File: src/rtl/decode_stage.sv
// decode_stage: registered RV32I/RV32E decode with a two-entry skid buffer.
// Decode is combinational from the input. Results land in an output entry (O)
// and a skid entry (S). Flush empties both.
module decode_stage #(
    parameter int unsigned XLEN     = 32,
    parameter int unsigned NUM_REGS = 16,
    parameter int unsigned REG_W    = $clog2(NUM_REGS)
) (
    input  logic              clk,
    input  logic              rst,
    input  logic              flush,
    input  logic              in_valid,
    output logic              in_ready,
    input  logic [31:0]       in_instr,
    input  logic [XLEN-1:0]   in_pc,
    output logic              out_valid,
    input  logic              out_ready,
    output logic [XLEN-1:0]   out_pc,
    output logic [6:0]        out_opcode,
    output logic [2:0]        out_funct3,
    output logic [6:0]        out_funct7,
    output logic [REG_W-1:0]  out_rs1,
    output logic [REG_W-1:0]  out_rs2,
    output logic [REG_W-1:0]  out_rd,
    output logic [2:0]        out_fmt,
    output logic [XLEN-1:0]   out_imm,
    output logic              out_illegal
);

    localparam int unsigned IDX_W = 6;

    localparam logic [2:0] FMT_I = 3'd0;
    localparam logic [2:0] FMT_S = 3'd1;
    localparam logic [2:0] FMT_B = 3'd2;
    localparam logic [2:0] FMT_U = 3'd3;
    localparam logic [2:0] FMT_J = 3'd4;
    localparam logic [2:0] FMT_R = 3'd5;

    typedef struct packed {
        logic [XLEN-1:0]  pc;
        logic [6:0]       opcode;
        logic [2:0]       funct3;
        logic [6:0]       funct7;
        logic [REG_W-1:0] rs1;
        logic [REG_W-1:0] rs2;
        logic [REG_W-1:0] rd;
        logic [2:0]       fmt;
        logic [XLEN-1:0]  imm;
        logic             illegal;
    } dec_t;

    dec_t        dec_d;
    dec_t        o_q;
    dec_t        s_q;
    logic        o_valid;
    logic        s_valid;

    logic [31:0] imm32;
    logic        bad_opcode;
    logic        use_rs1;
    logic        use_rs2;
    logic        use_rd;
    logic        bad_reg;

    logic        drain;
    logic        accept;
    logic        o_valid_d;
    logic        s_valid_d;
    logic        load_o_from_s;
    logic        load_o_from_in;
    logic        load_s;

    // Field extraction, format/immediate selection and legality check.
    always_comb begin
        dec_d      = '0;
        imm32      = '0;
        bad_opcode = 1'b0;
        dec_d.fmt  = FMT_R;

        case (in_instr[6:0])
            7'b0110111, 7'b0010111: begin
                dec_d.fmt = FMT_U;
                imm32     = {in_instr[31:12], 12'b0};
            end
            7'b1101111: begin
                dec_d.fmt = FMT_J;
                imm32     = {{12{in_instr[31]}}, in_instr[19:12], in_instr[20],
                             in_instr[30:21], 1'b0};
            end
            7'b1100111, 7'b0000011, 7'b0010011, 7'b0001111, 7'b1110011: begin
                dec_d.fmt = FMT_I;
                imm32     = {{20{in_instr[31]}}, in_instr[31:20]};
            end
            7'b0100011: begin
                dec_d.fmt = FMT_S;
                imm32     = {{20{in_instr[31]}}, in_instr[31:25], in_instr[11:7]};
            end
            7'b1100011: begin
                dec_d.fmt = FMT_B;
                imm32     = {{20{in_instr[31]}}, in_instr[7], in_instr[30:25],
                             in_instr[11:8], 1'b0};
            end
            7'b0110011: dec_d.fmt = FMT_R;
            default:    bad_opcode = 1'b1;
        endcase

        use_rs1 = (dec_d.fmt == FMT_R) || (dec_d.fmt == FMT_S) ||
                  (dec_d.fmt == FMT_B) || (dec_d.fmt == FMT_I);
        use_rs2 = (dec_d.fmt == FMT_R) || (dec_d.fmt == FMT_S) ||
                  (dec_d.fmt == FMT_B);
        use_rd  = (dec_d.fmt == FMT_R) || (dec_d.fmt == FMT_I) ||
                  (dec_d.fmt == FMT_U) || (dec_d.fmt == FMT_J);

        // Indices are compared in full 5 bits so RV32E catches x16..x31.
        bad_reg = (use_rs1 && ({1'b0, in_instr[19:15]} >= IDX_W'(NUM_REGS))) ||
                  (use_rs2 && ({1'b0, in_instr[24:20]} >= IDX_W'(NUM_REGS))) ||
                  (use_rd  && ({1'b0, in_instr[11:7]}  >= IDX_W'(NUM_REGS)));

        dec_d.pc      = in_pc;
        dec_d.opcode  = in_instr[6:0];
        dec_d.funct3  = in_instr[14:12];
        dec_d.funct7  = in_instr[31:25];
        dec_d.rs1     = in_instr[15 +: REG_W];
        dec_d.rs2     = in_instr[20 +: REG_W];
        dec_d.rd      = in_instr[7 +: REG_W];
        dec_d.imm     = XLEN'($signed(imm32));
        dec_d.illegal = bad_opcode || bad_reg || (in_instr[1:0] != 2'b11);
    end

    // Skid-buffer next state: O refills from S first, else from the input.
    always_comb begin
        drain          = o_valid && out_ready;
        accept         = in_valid && in_ready && !flush;
        o_valid_d      = o_valid;
        s_valid_d      = s_valid;
        load_o_from_s  = 1'b0;
        load_o_from_in = 1'b0;
        load_s         = 1'b0;

        if (flush) begin
            o_valid_d = 1'b0;
            s_valid_d = 1'b0;
        end else if (!o_valid || drain) begin
            if (s_valid) begin
                load_o_from_s = 1'b1;
                o_valid_d     = 1'b1;
                s_valid_d     = 1'b0;
            end else if (accept) begin
                load_o_from_in = 1'b1;
                o_valid_d      = 1'b1;
            end else begin
                o_valid_d = 1'b0;
            end
        end else if (accept) begin
            load_s    = 1'b1;
            s_valid_d = 1'b1;
        end
    end

    // Buffer registers; in_ready is registered as the inverse of next S_valid.
    always_ff @(posedge clk) begin
        if (rst) begin
            o_valid  <= 1'b0;
            s_valid  <= 1'b0;
            in_ready <= 1'b0;
            o_q      <= '0;
            s_q      <= '0;
        end else begin
            o_valid  <= o_valid_d;
            s_valid  <= s_valid_d;
            in_ready <= !s_valid_d;
            if (load_o_from_s) begin
                o_q <= s_q;
            end
            if (load_o_from_in) begin
                o_q <= dec_d;
            end
            if (load_s) begin
                s_q <= dec_d;
            end
        end
    end

    assign out_valid   = o_valid;
    assign out_pc      = o_q.pc;
    assign out_opcode  = o_q.opcode;
    assign out_funct3  = o_q.funct3;
    assign out_funct7  = o_q.funct7;
    assign out_rs1     = o_q.rs1;
    assign out_rs2     = o_q.rs2;
    assign out_rd      = o_q.rd;
    assign out_fmt     = o_q.fmt;
    assign out_imm     = o_q.imm;
    assign out_illegal = o_q.illegal;

endmodule
File: config.mk
export PLATFORM = sky130hd
export DESIGN_NAME = decode_stage
export DESIGN_NICKNAME = d
export VERILOG_FILES = /design/src/rtl/decode_stage.sv
export SDC_FILE = /design/constraint.sdc
export NUM_CORES = 1
export LEC_CHECK = 0
export CORE_MARGIN = 4
export CORE_UTILIZATION = 25
export DETAILED_ROUTE_END_ITERATION = 12
export PLACE_DENSITY_LB_ADDON = 0.15
export SLEW_MARGIN = 20
export SYNTH_ARGS = -nofsm -noshare
export SYNTH_HDL_FRONTEND = slang
export SYNTH_SLANG_ARGS = --single-unit
File: constraint.sdc
create_clock -name clk -period 2.2 [get_ports clk]
set_input_delay 0.44 -clock clk [delete_from_list [all_inputs] [get_ports clk]]
set_output_delay 0.44 -clock clk [all_outputs]
set_load 0.02 [all_outputs]
==> metrics.csv <==
stage,metric,value,unit
yosys,YS warnings,0,
setup_path,WS Path Type,in2reg,
routing,drt first pass iters,4,
routing,Routed Antenna Nets,0,
power_and_ir_drop,PD cells,688,nW/um^2
routing,DRC,0,
setup_path,WP data arrival,2380,ps
floorplanning,Rows,66,
setup_path,"delay-heaviest family, CP",buffers and inverters,
yosys,Commonest cells post-synth,"291 x nand2_1, 197 x dfxtp_1, 107 x nor2_1, 80 x a21oi_1, 78 x a311oi_1",
power_and_ir_drop,P_int,5.84,mW
final_layout,nets,1272,
global_route,GRT Overall Usage,0.153,
global_route,largest net degree at the start of global routing,67,
clock_network,clk buf depth,2,
final_layout,Area Overhead vs Synth,40.1,%
yosys,Syn Area/Cell,8.00,um^2
clock_network,Root Driver,clkbuf_16,
global_route,vias in the first global route,7599,
place,IO buf count,167,
yosys,multiplexer area fraction after synthesis,0,
yosys,largest family of logic cells by synthesized area,simple AND/OR/NAND/NOR gates,
power_and_ir_drop,Switching Share,0.260,
yosys,area share of the largest cell type after synthesis,0.481,
yosys,post-synthesis sequential area ratio,0.481,
global_route,first-pass GRT wire length,43500,um
power_and_ir_drop,Net Sw Power,2.05,mW
yosys,Seq cells post-synth,197,
clock_network,TritonCTS Buffers,17,
power_and_ir_drop,share of total power in the clock network,0.413,
setup_path,Critical Path Sink Type,flip-flop,
routing,wire per inst,16.6,um
power_and_ir_drop,combinational share of power,0.119,
power_and_ir_drop,Peak supply drop,0.542,mV
sta,Least-Margin Pin Slew,822,ps
final_layout,n_diodes,0,
place,RePlAce Congestion,0.806,
routing,Vias,7824,
yosys,"Distinct cells, synth",54,
clock_network,# Post-CTS Setup Buffers,0,
floorplanning,Initial Utilization,0.253,
setup_path,crit-path max cell delay,550,ps
final_layout,"Cell Count, Final, Fillers Out",1658,
sta,worst hold margin,343,ps
yosys,"area leader, netlist",dfxtp_1,
clock_network,H-tree Lvls,4,
clock_network,Skew-Pair Late Insertion Delay,440,ps
setup_path,CP bufs+invs,3,
sta,fmax,497,MHz
setup_path,Critical Path RT,2570,ps
yosys,synth top area cells,"dfxtp_1 48%, nand2_1 13%, a311oi_1 8.3%",
outcome,run status,"complete, no violations",
floorplanning,die area,35700,um^2
power_and_ir_drop,Sequential Power Share,0.468,
setup_path,Crit path top cell by count,buf_4,
yosys,Synth async-reset ratio,0,
yosys,post-synthesis compound-gate area fraction,0.221,
yosys,"Top FF cell, synth",dfxtp_1,
sta,Finish-stage setup viols,0,
floorplanning,chip width,189,um
routing,post-DR vias/cell,4.72,
power_and_ir_drop,Power Total,7.89,mW
sta,Fin Setup TNS,0,ps
yosys,cell count after synthesis,1025,
place,hpwl dp,19000,um
sta,fin crit share,0.915,
place,"Cell Area, Placed",10900,um^2
yosys,post-synthesis cell area,8200,um^2
floorplanning,total core area,32500,um^2
yosys,xor/xnor share of the synthesized area,0.00107,
clock_network,"Clk pin slew, worst setup/hold paths",80,ps
yosys,Syn Nets,1094,
clock_network,hold_buf cts,0,
floorplanning,Die Height,189,um
setup_path,Worst setup SP type,primary input,
routing,initial DRC count,375,
sta,unrepaired setup endpoints after global routing,false,
sta,Final Critical Period,2010,ps
sta,Final Max Slew Viols,0,
yosys,most frequent cell after synthesis,nand2_1,
place,placed insts,1626,
sta,Clock Skew,8.20,ps
global_route,initial antenna violation count,1,
flow_run,maxcap violations,0,
setup_path,"Slowest-stage cell, CP",clkdlybuf4s50_1,
final_layout,layout cells sized above 1,0.110,
power_and_ir_drop,leak pwr,3.75,nW
floorplanning,boundary pin count,168,
yosys,post-synthesis adder-cell area fraction,0,
sta,Final Hold Vio Count,0,
final_layout,post-route cell area,11500,um^2
global_route,GRT overflow,0,
setup_path,CP Max Fanout,11,
setup_path,crit path cell chain,"clkdlybuf4s50_1, buf_4, nand2b_1, a31oi_1, buf_4, nor4_4, a221oi_1, nor3_1",
clock_network,Post-CTS Resized,0,
hold_path,Min-Delay Path Class,in2reg,
yosys,"EDFF count, synth",0,
clock_network,clk sinks,197,
clock_network,CTS tree,done,
sta,Relative slew margins,0.450,
routing,drt total wl,27600,um
yosys,post-synthesis simple-gate area fraction,0.239,
[final timing paths]
check	start	cells after the start	to	slack (ps)
worst max-delay path	in_instr[2]	8	out_imm[5]$_SDFFE_PP0P_	190
worst min-delay path	rst	2	in_ready$_SDFF_PP0_	340
worst max register to register	out_valid$_SDFFE_PP0N_	5	out_pc[28]$_SDFFE_PP0P_	250
worst min register to register	s_q[72]$_SDFFE_PP0P_	2	s_q[72]$_SDFFE_PP0P_	460
[layout make-up]
class                   instances  area [um^2]
well taps                     442          553
inverters                       3         11.3
repair buffers                257         2560
clock inverters                11          141
flip-flops and latches        197         3940
clock buffers                  21          460
multi-input cells             727         3810
fillers                      3416        21000
[metal layers]
layer / routed length, um / track usage
met4: 394 / 0.0384
met1: 13000 / 0.209
met2: 12700 / 0.242
met3: 1500 / 0.0380
met5: 13 / 0
[logic make-up (layout without fill, tap and decap cells)]
group                     count (synthesis)  after routing
buffers and inverters                   101            292
and+or+nand+nor                         467            467
xor gates and xnor gates                  1              1
DFF                                     197            197
AOI/OAI and AO/OA                       259            259
[registers in the layout, summed over array words and instances, names as in the netlist]
register	count
out_valid	1
out_imm	32
s_valid	1
out_rs2	4
out_rs1	4
out_pc	32
s_q	97
out_funct7	7
out_fmt	3
in_ready	1
out_illegal	1
out_funct3	3
out_rd	4
out_opcode	7
[per-stage QoR]
step / setup slack (ps) / util
5_1_grt: 26.7 / 0.354
3_3_place_gp: -290 / 0.335
2_1_floorplan: 365 / -
6_report: 186 / 0.354
3_5_place_dp: -272 / 0.335
4_1_cts: 197 / 0.354
[power by group through the flow]
| stage | clock [mW] | combinational, mW | sequential (mW) |
|---|---|---|---|
| after CTS | 3.38 | 0.956 | 3.69 |
| after global routing | 3.52 | 1.02 | 3.70 |
| after detailed placement | 0 | 0.953 | 3.78 |
| after floorplan | 0 | 0.336 | 3.86 |
| after global placement | 0 | 0.955 | 3.78 |
| final | 3.26 | 0.940 | 3.69 |
[layout by cell type (no fill, tap or decap), types with 3 or more instances in the layout]
master,synthesis,final
and3b_1,3,3
buf_4,3,73
nand2_1,291,291
nand3_1,9,9
and3_1,3,3
nor3_1,16,15
or3_1,13,12
nor2_1,107,107
o31ai_1,5,5
inv_1,3,3
a211oi_1,18,18
a221oi_1,14,14
a311oi_1,78,78
nor3b_1,3,3
clkbuf_16,0,17
nand3b_1,6,6
nand2b_1,3,3
a21oi_1,80,80
a22oi_1,11,11
dfxtp_1,197,197
clkinv_4,0,3
a31oi_1,5,5
clkdlybuf4s50_1,0,166
buf_12,0,17
o21ai_0,29,29
(Power assumes the default switching activity.)
